--- src/rtl/pc_seq_pkg.sv ---
// Shared types and constants for the program-counter sequencer.
package pc_seq_pkg;

  typedef enum logic {
    RUN   = 1'b0,
    FLUSH = 1'b1
  } pcState_t;

  localparam logic [31:0] PC_INCR          = 32'd4;
  localparam logic [31:0] DEFAULT_RESET_PC = 32'h0000_0000;
  localparam logic [31:0] ALIGN_MASK       = 32'hFFFF_FFFC;

  function automatic logic isMisaligned(input logic [31:0] addr);
    return addr[1:0] != 2'b00;
  endfunction

endpackage

--- src/rtl/pc_sequencer.sv ---
// Program counter owner: sequential / branch / jump selection, IF/ID flush, redirect counting.
// Build option BRANCH_DELAY_SLOT_EN selects delay-slot semantics (no FLUSH state, Flush tied low).
module pc_sequencer
  import pc_seq_pkg::*;
#(
  parameter logic [31:0] RESET_PC  = DEFAULT_RESET_PC,
  parameter int          CNT_WIDTH = 16
) (
  input  logic                 Clk,
  input  logic                 Reset,
  input  logic                 Stall,
  input  logic                 Branch,
  input  logic                 Zero,
  input  logic                 Jump,
  input  logic [31:0]          JumpTarget,
  input  logic [31:0]          AddAluOut,
  output logic [31:0]          Pc,
  output logic [31:0]          PcNext,
  output logic                 Flush,
  output logic                 Redirect,
  output logic                 MisalignErr,
  output logic [CNT_WIDTH-1:0] RedirectCount
);

  logic        resolveEn;
  logic        doRedirect;
  logic [31:0] target;

`ifdef BRANCH_DELAY_SLOT_EN
  assign resolveEn = 1'b1;
  assign Flush     = 1'b0;
`else
  pcState_t state;
  // Branch/Jump seen while flushing belong to the killed instruction.
  assign resolveEn = (state == RUN);
  assign Flush     = (state == FLUSH);
`endif

  assign PcNext = Pc + PC_INCR;

  always_comb begin
    target     = Jump ? JumpTarget : AddAluOut;
    doRedirect = resolveEn & (Jump | (Branch & Zero));
  end

  always_ff @(posedge Clk) begin
    if (Reset) begin
      Pc            <= RESET_PC;
      Redirect      <= 1'b0;
      MisalignErr   <= 1'b0;
      RedirectCount <= '0;
`ifndef BRANCH_DELAY_SLOT_EN
      state         <= RUN;
`endif
    end else begin
      Redirect <= doRedirect;
      if (doRedirect) begin
        Pc <= target & ALIGN_MASK;
        if (isMisaligned(target)) MisalignErr <= 1'b1;
        if (RedirectCount != '1) RedirectCount <= RedirectCount + CNT_WIDTH'(1);
`ifndef BRANCH_DELAY_SLOT_EN
        state <= FLUSH;
`endif
      end else if (!Stall) begin
        Pc <= PcNext;
`ifndef BRANCH_DELAY_SLOT_EN
        state <= RUN;
`endif
      end
    end
  end

endmodule

--- config.mk ---
export PLATFORM = sky130hd
export DESIGN_NAME = pc_sequencer
export DESIGN_NICKNAME = d
export VERILOG_FILES = /design/src/rtl/pc_seq_pkg.sv /design/src/rtl/pc_sequencer.sv
export SDC_FILE = /design/constraint.sdc
export NUM_CORES = 1
export LEC_CHECK = 0
export ABC_AREA = 1
export CAP_MARGIN = 30
export CORE_MARGIN = 2
export CORE_UTILIZATION = 40
export DETAILED_ROUTE_END_ITERATION = 8
export MAX_ROUTING_LAYER = met4
export PLACE_DENSITY = 0.76
export SYNTH_ARGS = -nofsm -noshare
export SYNTH_HDL_FRONTEND = slang
export SYNTH_SLANG_ARGS = --single-unit
--- constraint.sdc ---
create_clock -name Clk -period 5 [get_ports Clk]
set_clock_uncertainty 0.2 [all_clocks]
set_input_delay 0.75 -clock Clk [delete_from_list [all_inputs] [get_ports Clk]]
set_output_delay 0.75 -clock Clk [all_outputs]
set_load 0.01 [all_outputs]
* Word level (Yosys, flattened, before mapping)
Cells that the tools add are included.
** Word-level totals
- Flip-flop bits (word level) :: 51
- Input bits :: 70
- Output and inout port bits :: 83
- Logic and storage cells :: 23
** Operators by class
- $add $sub $neg :: 2
- Equal/unequal tests :: 2
- Multiplexer cells :: 5
- Bitwise operators :: 4
- Reduce and logical (&&, ||, !) cells :: 4
** Operator list (count)
- 32-bit 2-to-1 mux :: 3
- 32-bit by 3-bit adder with 32-bit output, second input constant :: 1
- 16-bit by 1-bit adder with 16-bit output, second input constant :: 1
- 16-bit inequality test, second input constant :: 1
- 2-bit AND reduction :: 2
- 1-bit AND :: 2
- 1-bit 2-to-1 mux :: 2
- 2-bit by 1-bit inequality test with 1-bit output, second input constant :: 1
- 2-bit nonzero test :: 1
- 2-bit OR reduction :: 1
- 1-bit inverter :: 1
- 1-bit bitwise OR :: 1

* Longest topological paths before layout
Gate-level depths: netlist of run 1.
- Depth in word-level cells :: 4
- Gate-level depth with buffers :: 10
- Gate-level depth less buffers :: 10

* Worst setup path after synthesis of run 1
Ideal clock, no wire load.
- Kind :: reg-to-output
- From :: reg Pc[2]
- To :: out PcNext[26]
- Arrival time :: 1.438 ns
- Required time :: 4.050 ns
- Slack :: 2.612 ns
- Cell stages (with the launch flop) :: 8
- Buffers on the path :: 0
- Cells stage by stage :: dfxtp_1 -> ha_1 -> nand2_1 -> nor2_2 -> nand2_4 -> nor2_4 -> nand3_1 -> and2_1
** On the way
- Word-level cells in the longest chain between the ends :: 1
** RTL lines
- start, declared :: RTL line pc_sequencer.sv:17 : output logic [31:0] Pc,
- start signal, assigned :: RTL line pc_sequencer.sv:58 : Pc <= target & ALIGN_MASK;
- start signal, assigned :: RTL line pc_sequencer.sv:65 : Pc <= PcNext;
- 32-bit by 3-bit adder with 32-bit output :: RTL line pc_sequencer.sv:39 : assign PcNext = Pc + PC_INCR;
- end, declared :: RTL line pc_sequencer.sv:18 : output logic [31:0] PcNext,
Every way passes these cells.

* Worst setup path in the final report of run 1
- From :: in Jump
- To :: reg Pc[31]
** On the way
- Word-level cells in the longest chain between the ends :: 3
- Elaborated cells between the ends (all ways) :: 5
- Those cells by class :: 1 x eq/ne; 2 x mux; 2 x bitwise
** RTL lines
- start, declared :: RTL line pc_sequencer.sv:14 : input logic Jump,
- 1-bit bitwise OR :: RTL line pc_sequencer.sv:43 : doRedirect = resolveEn & (Jump | (Branch & Zero));
- 1-bit AND :: RTL line pc_sequencer.sv:43
- 2-bit by 1-bit inequality test with 1-bit output (no source line) / 32-bit 2-to-1 mux (equally long branches)
Parallel ways exist; a longest one is shown, timed or not.
A chain may end at the register's enable or synchronous reset.

==> results of run 1 <==
## cells by family after synthesis
family,share of synthesized area
buf+inv,0.09356
fa+ha+maj,0.006779
simple gates,0.4261
xor+xnor,0.06644
other cells,0.001016
flops,0.2658
compound gates,0.1403
## state kept, by name, summed over array words and instances (netlist names)
register       flops
Redirect           1
Pc                30
RedirectCount     16
Flush              1
MisalignErr        1
## layer usage
metal  wire length [µm]  track usage
met1               5122       0.3043
met2               5859       0.4122
met3                922      0.03830
met4                102      0.05163
met5                  0            -
## path summary, 6_finish.rpt
check,depth (start not counted),startpoint,to,slack (ps)
worst min register to register,2,Flush$_SDFFE_PP0P_,Flush$_SDFFE_PP0P_,310
worst min-delay path,2,Flush$_SDFFE_PP0P_,Flush$_SDFFE_PP0P_,310
worst max register to register,6,Flush$_SDFFE_PP0P_,Pc[31]$_SDFFE_PP0P_,2650
worst max-delay path,9,Jump,Pc[31]$_SDFFE_PP0P_,1370
## cell usage after synthesis (5+ instances only)
library cell  instances
a21oi_1              55
and2_1                7
buf_2                 6
buf_4                 6
clkbuf_1             11
dfxtp_1              49
inv_1                50
nand2_1             233
nand2_2               6
nand3_1              24
nand4_1               6
nor2_1               52
nor2_2                5
nor2_4                7
nor3_1                6
o211ai_1              5
o21ai_0              33
xnor2_1               7
xor2_1                8
xor2_2                7
## through the flow
step                      total power, W  cell area (µm²)  instances  hold slack [ps]  utilization
after global placement         0.0008388             5195        851            285.1       0.5703
after detailed placement       0.0008437             5195        851            294.8       0.5703
final                           0.001177             5329        859            310.5       0.5850
after floorplan                0.0006422             3702        618            292.5            -
after global routing            0.001234             5329        859            339.8       0.5850
after CTS                       0.001184             5329        859            308.8       0.5850
## final cells by class
type                       count  area (µm²)  area share
timing repair buffer         150        1496      0.2808
clock buffer                   5       68.82     0.01291
sequential                    49       980.9      0.1841
tap                          111       138.9     0.02606
clock inverter                 3       65.06     0.01221
inverter                      54       202.7     0.03804
multi-input combinational    487        2376      0.4459
## worst max-delay path: stages
cell and delay, ps:
clkdlybuf4s50_1 400, buf_4 250, inv_2 450, nand2_1 150, nand2_2 400, nand2_2 530, inv_2 460, nor2_1 110
a21oi_1 150
## where the power goes
part,leakage (nW),internal [W],switching (W),total (W)
registers,0.403,0.000420,0.0000459,0.000466
clock network,0.0681,0.000199,0.000141,0.000340
logic,1.70,0.000195,0.000176,0.000371
==> impl_metrics.csv, run 1 <==
group,metric,value,unit
clock_tree,ctsHoldBuffers,0,
timing,hold_viol,0,
timing,tightestPinTransition,842.0,ps
timing,fin_tns_setup,0,ps
die,die_w,100.1,µm
power,cellLeakagePower,2.169,nW
clock_tree,tritoncts,"built",
yosys,ys_seq_area_frac,0.2658,
clock_tree,clock_latency,310,ps
yosys,syn-instance-count,615,
clock_tree,clock-root-buffer,"clkbuf_8",
yosys,synth_top_area_cell,"dfxtp_1",
die,placeableCoreArea,0.009109,mm²
yosys,synth_top_area_frac,0.2658,
global_routing,grtUsageTotal,0.2418,
clock_tree,cts_resized,0,
drt,routed_via_density,5.080,
yosys,synth_area,0.003691,mm²
die,fp.dieH,100.1,µm
worst_hold_path,hold_path.class,"reg2reg",
clock_tree,cts_max_path_buffers,2,
setup_path,path_class,"in2reg",
setup_path,worstPathRequired,5030,ps
timing,fmax,275.5,MHz
timing,rsz0062_at_grt,"false",
clock_tree,post-cts-setup-buffer-count,0,
cells_and_area,syn2layout_area_growth,44.37,%
timing,fin_crit,3630,ps
clock_tree,cts.reportedPaths.clkPinSlew,100,ps
yosys,ys_ff_latch,49,
cells_and_area,n_antenna_cell,0,
drt,drtPass1Iterations,7,
timing,fin_ws,1370,ps
drt,ant_nets,0,
yosys,synth_cell_types,34,
yosys,synth_flop_cell,"dfxtp_1",
drt,drc,0,
timing,fin_crit_sh,0.7261,
global_routing,grt_overflow,0,
yosys,ys_async_sr_fraction,0,
cells_and_area,layout_commonest_cell,"nand2_1",
cells_and_area,num-fill-cells,865,
drt,wl_per_cell,13.98,µm
cells_and_area,nets,819,
timing,setup_viol,0,
global_routing,grt_max_degree,43,
drt,drt_iter0_drc,244,
place,portBuffers,148,
global_routing,first_global_vias,4148,
setup_path,endpoint_kind,"flop",
setup_path,critPathArrivalTime,3660,ps
clock_tree,cts_sinks,49,
setup_path,critPathLaunchType,"input pin",
global_routing,antenna_found_initial,0,
yosys,synth_area_leaders,"dfxtp_1, nand2_1, a21oi_1, nor2_1, inv_1",
clock_tree,htree_levels,2,
die,dieArea,0.01001,mm²
global_routing,grt_pass1_wl,19260,µm
die,num_io_pins,153,
setup_path,cp_max_fo,42,
place,hpwl,8907,µm
job,drv_cap,0,
cells_and_area,post_route_cells_drive_above_1_share,0.06417,
place,dp_slack,1036,ps
cells_and_area,mostFrequentLayoutCells,"nand2_1, clkdlybuf4s50_1, a21oi_1",
power,irDropWorstVdd,0.0001109,V
yosys,synth_edf_count,0,
run_status,status,"finished, final reports clean",
drt,vias,4364,
drt,wl,12010,µm
die,rows,35,
power,p_per_area,220.8,mW/mm²
place,place_congestion,0.9331,
clock_tree,cts_buffers,5,
timing,maxSlewHeadroom,0.4380,
die,initial_core_util,0.4052,
yosys,yosys_warnings,0,
yosys,syn_area_per_cell,6.002,µm²
timing,final_max_slew_viol_count,0,
Power figures use the tool's default switching activity.
==> run 2, diff against run 1 <==
==> constraint.sdc (replaced) <==
create_clock -name Clk -period 3.4 [get_ports Clk]
set_clock_uncertainty 0.2 [all_clocks]
set_input_delay 0.51 -clock Clk [delete_from_list [all_inputs] [get_ports Clk]]
set_output_delay 0.51 -clock Clk [all_outputs]
set_load 0.01 [all_outputs]
==> impl_metrics.csv, run 2 (synthesis gave the netlist of run 1 again) <==
group,metric,value,unit
clock_tree,clock-root-buffer,"clkbuf_8",
die,rows,35,
place,hpwl,8948,µm
global_routing,first_global_vias,4091,
die,die_w,100.1,µm
setup_path,crit_family,"simple AND/OR/NAND/NOR gates",
timing,fmax,322.2,MHz
power,intPower,0.001053,W
timing,maxSlewHeadroom,0.4161,
place,portBuffers,148,
clock_tree,clock_latency,310,ps
setup_path,cp_slowest_stage_delay,540,ps
cells_and_area,largest-register,"Pc",
drt,drt_iter0_drc,138,
setup_path,path_class,"reg2out",
clock_tree,cts_resized,0,
power,clockPowerShare,0.227,
drt,wl,11900,µm
cells_and_area,num-fill-cells,917,
cells_and_area,layout_commonest_cell,"nand2_1",
job,drv_cap,0,
clock_tree,cts_max_path_buffers,2,
place,place_congestion,0.8560,
power,irDropWorstVdd,0.0001806,V
drt,vias,4280,
cells_and_area,nets,823,
worst_hold_path,hold_depth,2,
die,initial_core_util,0.4052,
cells_and_area,largestRegisters,"Pc (30), RedirectCount (16)",
clock_tree,tritoncts,"built",
timing,tightestPinTransition,875.0,ps
cells_and_area,mostFrequentLayoutCells,"nand2_1, clkdlybuf4s50_1, a21oi_1",
die,fp.dieH,100.1,µm
power,p_total,0.001600,W
power,cellLeakagePower,2.156,nW
setup_path,cp_num_buf_inv,1,
power,combPwrFrac,0.346,
setup_path,endpoint_kind,"primary output",
drt,routed_via_density,4.959,
cells_and_area,post_route_cells_drive_above_1_share,0.06915,
setup_path,cp_max_fo,5,
timing,rsz0062_at_grt,"false",
clock_tree,htree_levels,2,
cells_and_area,n_antenna_cell,0,
global_routing,antenna_found_initial,0,
global_routing,grt_pass1_wl,19130,µm
power,p_seq_frac,0.427,
worst_hold_path,hold_path.class,"reg2reg",
global_routing,grtUsageTotal,0.2429,
setup_path,crit_slowest_cell,"clkdlybuf4s50_1",
cells_and_area,multiInputGateArea,0.002376,mm²
setup_path,crit_path_frequent_cell,"nand2_1",
die,num_io_pins,153,
cells_and_area,syn2layout_area_growth,44.03,%
drt,drc,0,
timing,fin_tns_setup,0,ps
timing,fin_crit,3104,ps
timing,hold_viol,0,
setup_path,path_depth,9,
timing,final_max_slew_viol_count,0,
timing,setup_viol,0,
timing,hold_slack,303.9,ps
global_routing,grt_overflow,0,
die,dieArea,0.01001,mm²
setup_path,worstPathRequired,2690,ps
power,switchingPower,0.0005475,W
power,swShare,0.3421,
cells_and_area,ff_latch_area,980.9,µm²
clock_tree,post-cts-setup-buffer-count,0,
drt,ant_nets,0,
setup_path,r2r_slack,1310,ps
power,p_per_area,301.0,mW/mm²
run_status,status,"finished, final reports clean",
setup_path,critPathLaunchType,"flop",
drt,drtPass1Iterations,4,
clock_tree,ctsHoldBuffers,0,
die,placeableCoreArea,0.009109,mm²
clock_tree,cts_sinks,49,
drt,wl_per_cell,13.79,µm
timing,fin_crit_sh,0.9130,
global_routing,grt_max_degree,32,
cells_and_area,largest_register_ffs,30,
setup_path,critPathArrivalTime,2390,ps
clock_tree,cts.reportedPaths.clkPinSlew,100,ps
clock_tree,cts_buffers,5,
setup_path,cp_cell_sequence,"ha_1 -> nand2_1 -> nor2_2 -> nand2_4 -> nor2_4 -> nand2_1 -> nand2_1 -> and2_1 -> clkdlybuf4s50_1",
setup_path,r2r.worst_path.cells,8,
==> run 2: changes by cell type in the layout (fill, tap and decap cells not counted) <==
cell        change
buf_4           +4
clkinv_2        -1
clkinvlp_4      +3
bufinv_16       -2
==> run 2: layout make-up <==
class	count	share of cell area
sequential	49	0.1845
clock buffer	5	0.01294
clock inverter	3	0.004236
tap	111	0.02612
inverter	54	0.03813
multi-input combinational	487	0.4469
timing repair buffer	154	0.2871
==> run 2: power groups by stage <==
stage	Sequential (W)	Clock [W]	Combinational, W
global route	0.000693	0.000389	0.000603
floorplan	0.000701	0	0.000243
finish	0.000684	0.000363	0.000554
global placement	0.000693	0	0.000548
CTS	0.000683	0.000373	0.000557
detailed placement	0.000696	0	0.000553
==> run 2: stage by stage <==
stage	area, µm²	utilization	instances	setup slack [ps]
3_3_place_gp	5225	0.5736	855	692.2
4_1_cts	5316	0.5837	863	274.8
2_1_floorplan	3702	-	618	1252
5_1_grt	5316	0.5837	863	90.83
6_report	5316	0.5837	863	295.9
3_5_place_dp	5225	0.5736	855	630.4
==> run 2: worst paths after layout <==
path,start,to
min,Flush$_SDFFE_PP0P_,Flush$_SDFFE_PP0P_
max reg2reg,RedirectCount[0]$_SDFFE_PP0P_,RedirectCount[12]$_SDFFE_PP0P_
max,Pc[2]$_SDFFE_PP0P_,PcNext[28]
min reg2reg,Flush$_SDFFE_PP0P_,Flush$_SDFFE_PP0P_
==> run 2: worst register-to-register path: cells and delay by family, from the launching register on <==
family	cells	cell delay [ps]
buf+inv	1	210
compound gates	1	60
fa+ha+maj	1	240
simple gates	5	830
flops	1	440
==> run 2: layer usage <==
| layer | part of all wire | GRT usage | up-vias |
|---|---|---|---|
| met5 | 0 | - | - |
| met2 | 0.48 | 0.4215 | 140 |
| li1 | - | - | 2195 |
| met1 | 0.44 | 0.2915 | 1932 |
| met3 | 0.071 | 0.04944 | 13 |
| met4 | 0.011 | 0.05479 | 0 |
==> run 3, diff against run 2 <==
--- a/config.mk
+++ b/config.mk
@@ -6,6 +6,7 @@
 export NUM_CORES = 1
 export LEC_CHECK = 0
 export ABC_AREA = 1
+export ABC_CLOCK_PERIOD_IN_PS = 3400
 export CAP_MARGIN = 30
 export CORE_MARGIN = 2
 export CORE_UTILIZATION = 40
@@ -15,3 +16,4 @@
 export SYNTH_ARGS = -nofsm -noshare
 export SYNTH_HDL_FRONTEND = slang
 export SYNTH_SLANG_ARGS = --single-unit
+export TNS_END_PERCENT = 10
==> results of run 3 <==
No change in the layout: final DEF, timing and power equal those of run 2.
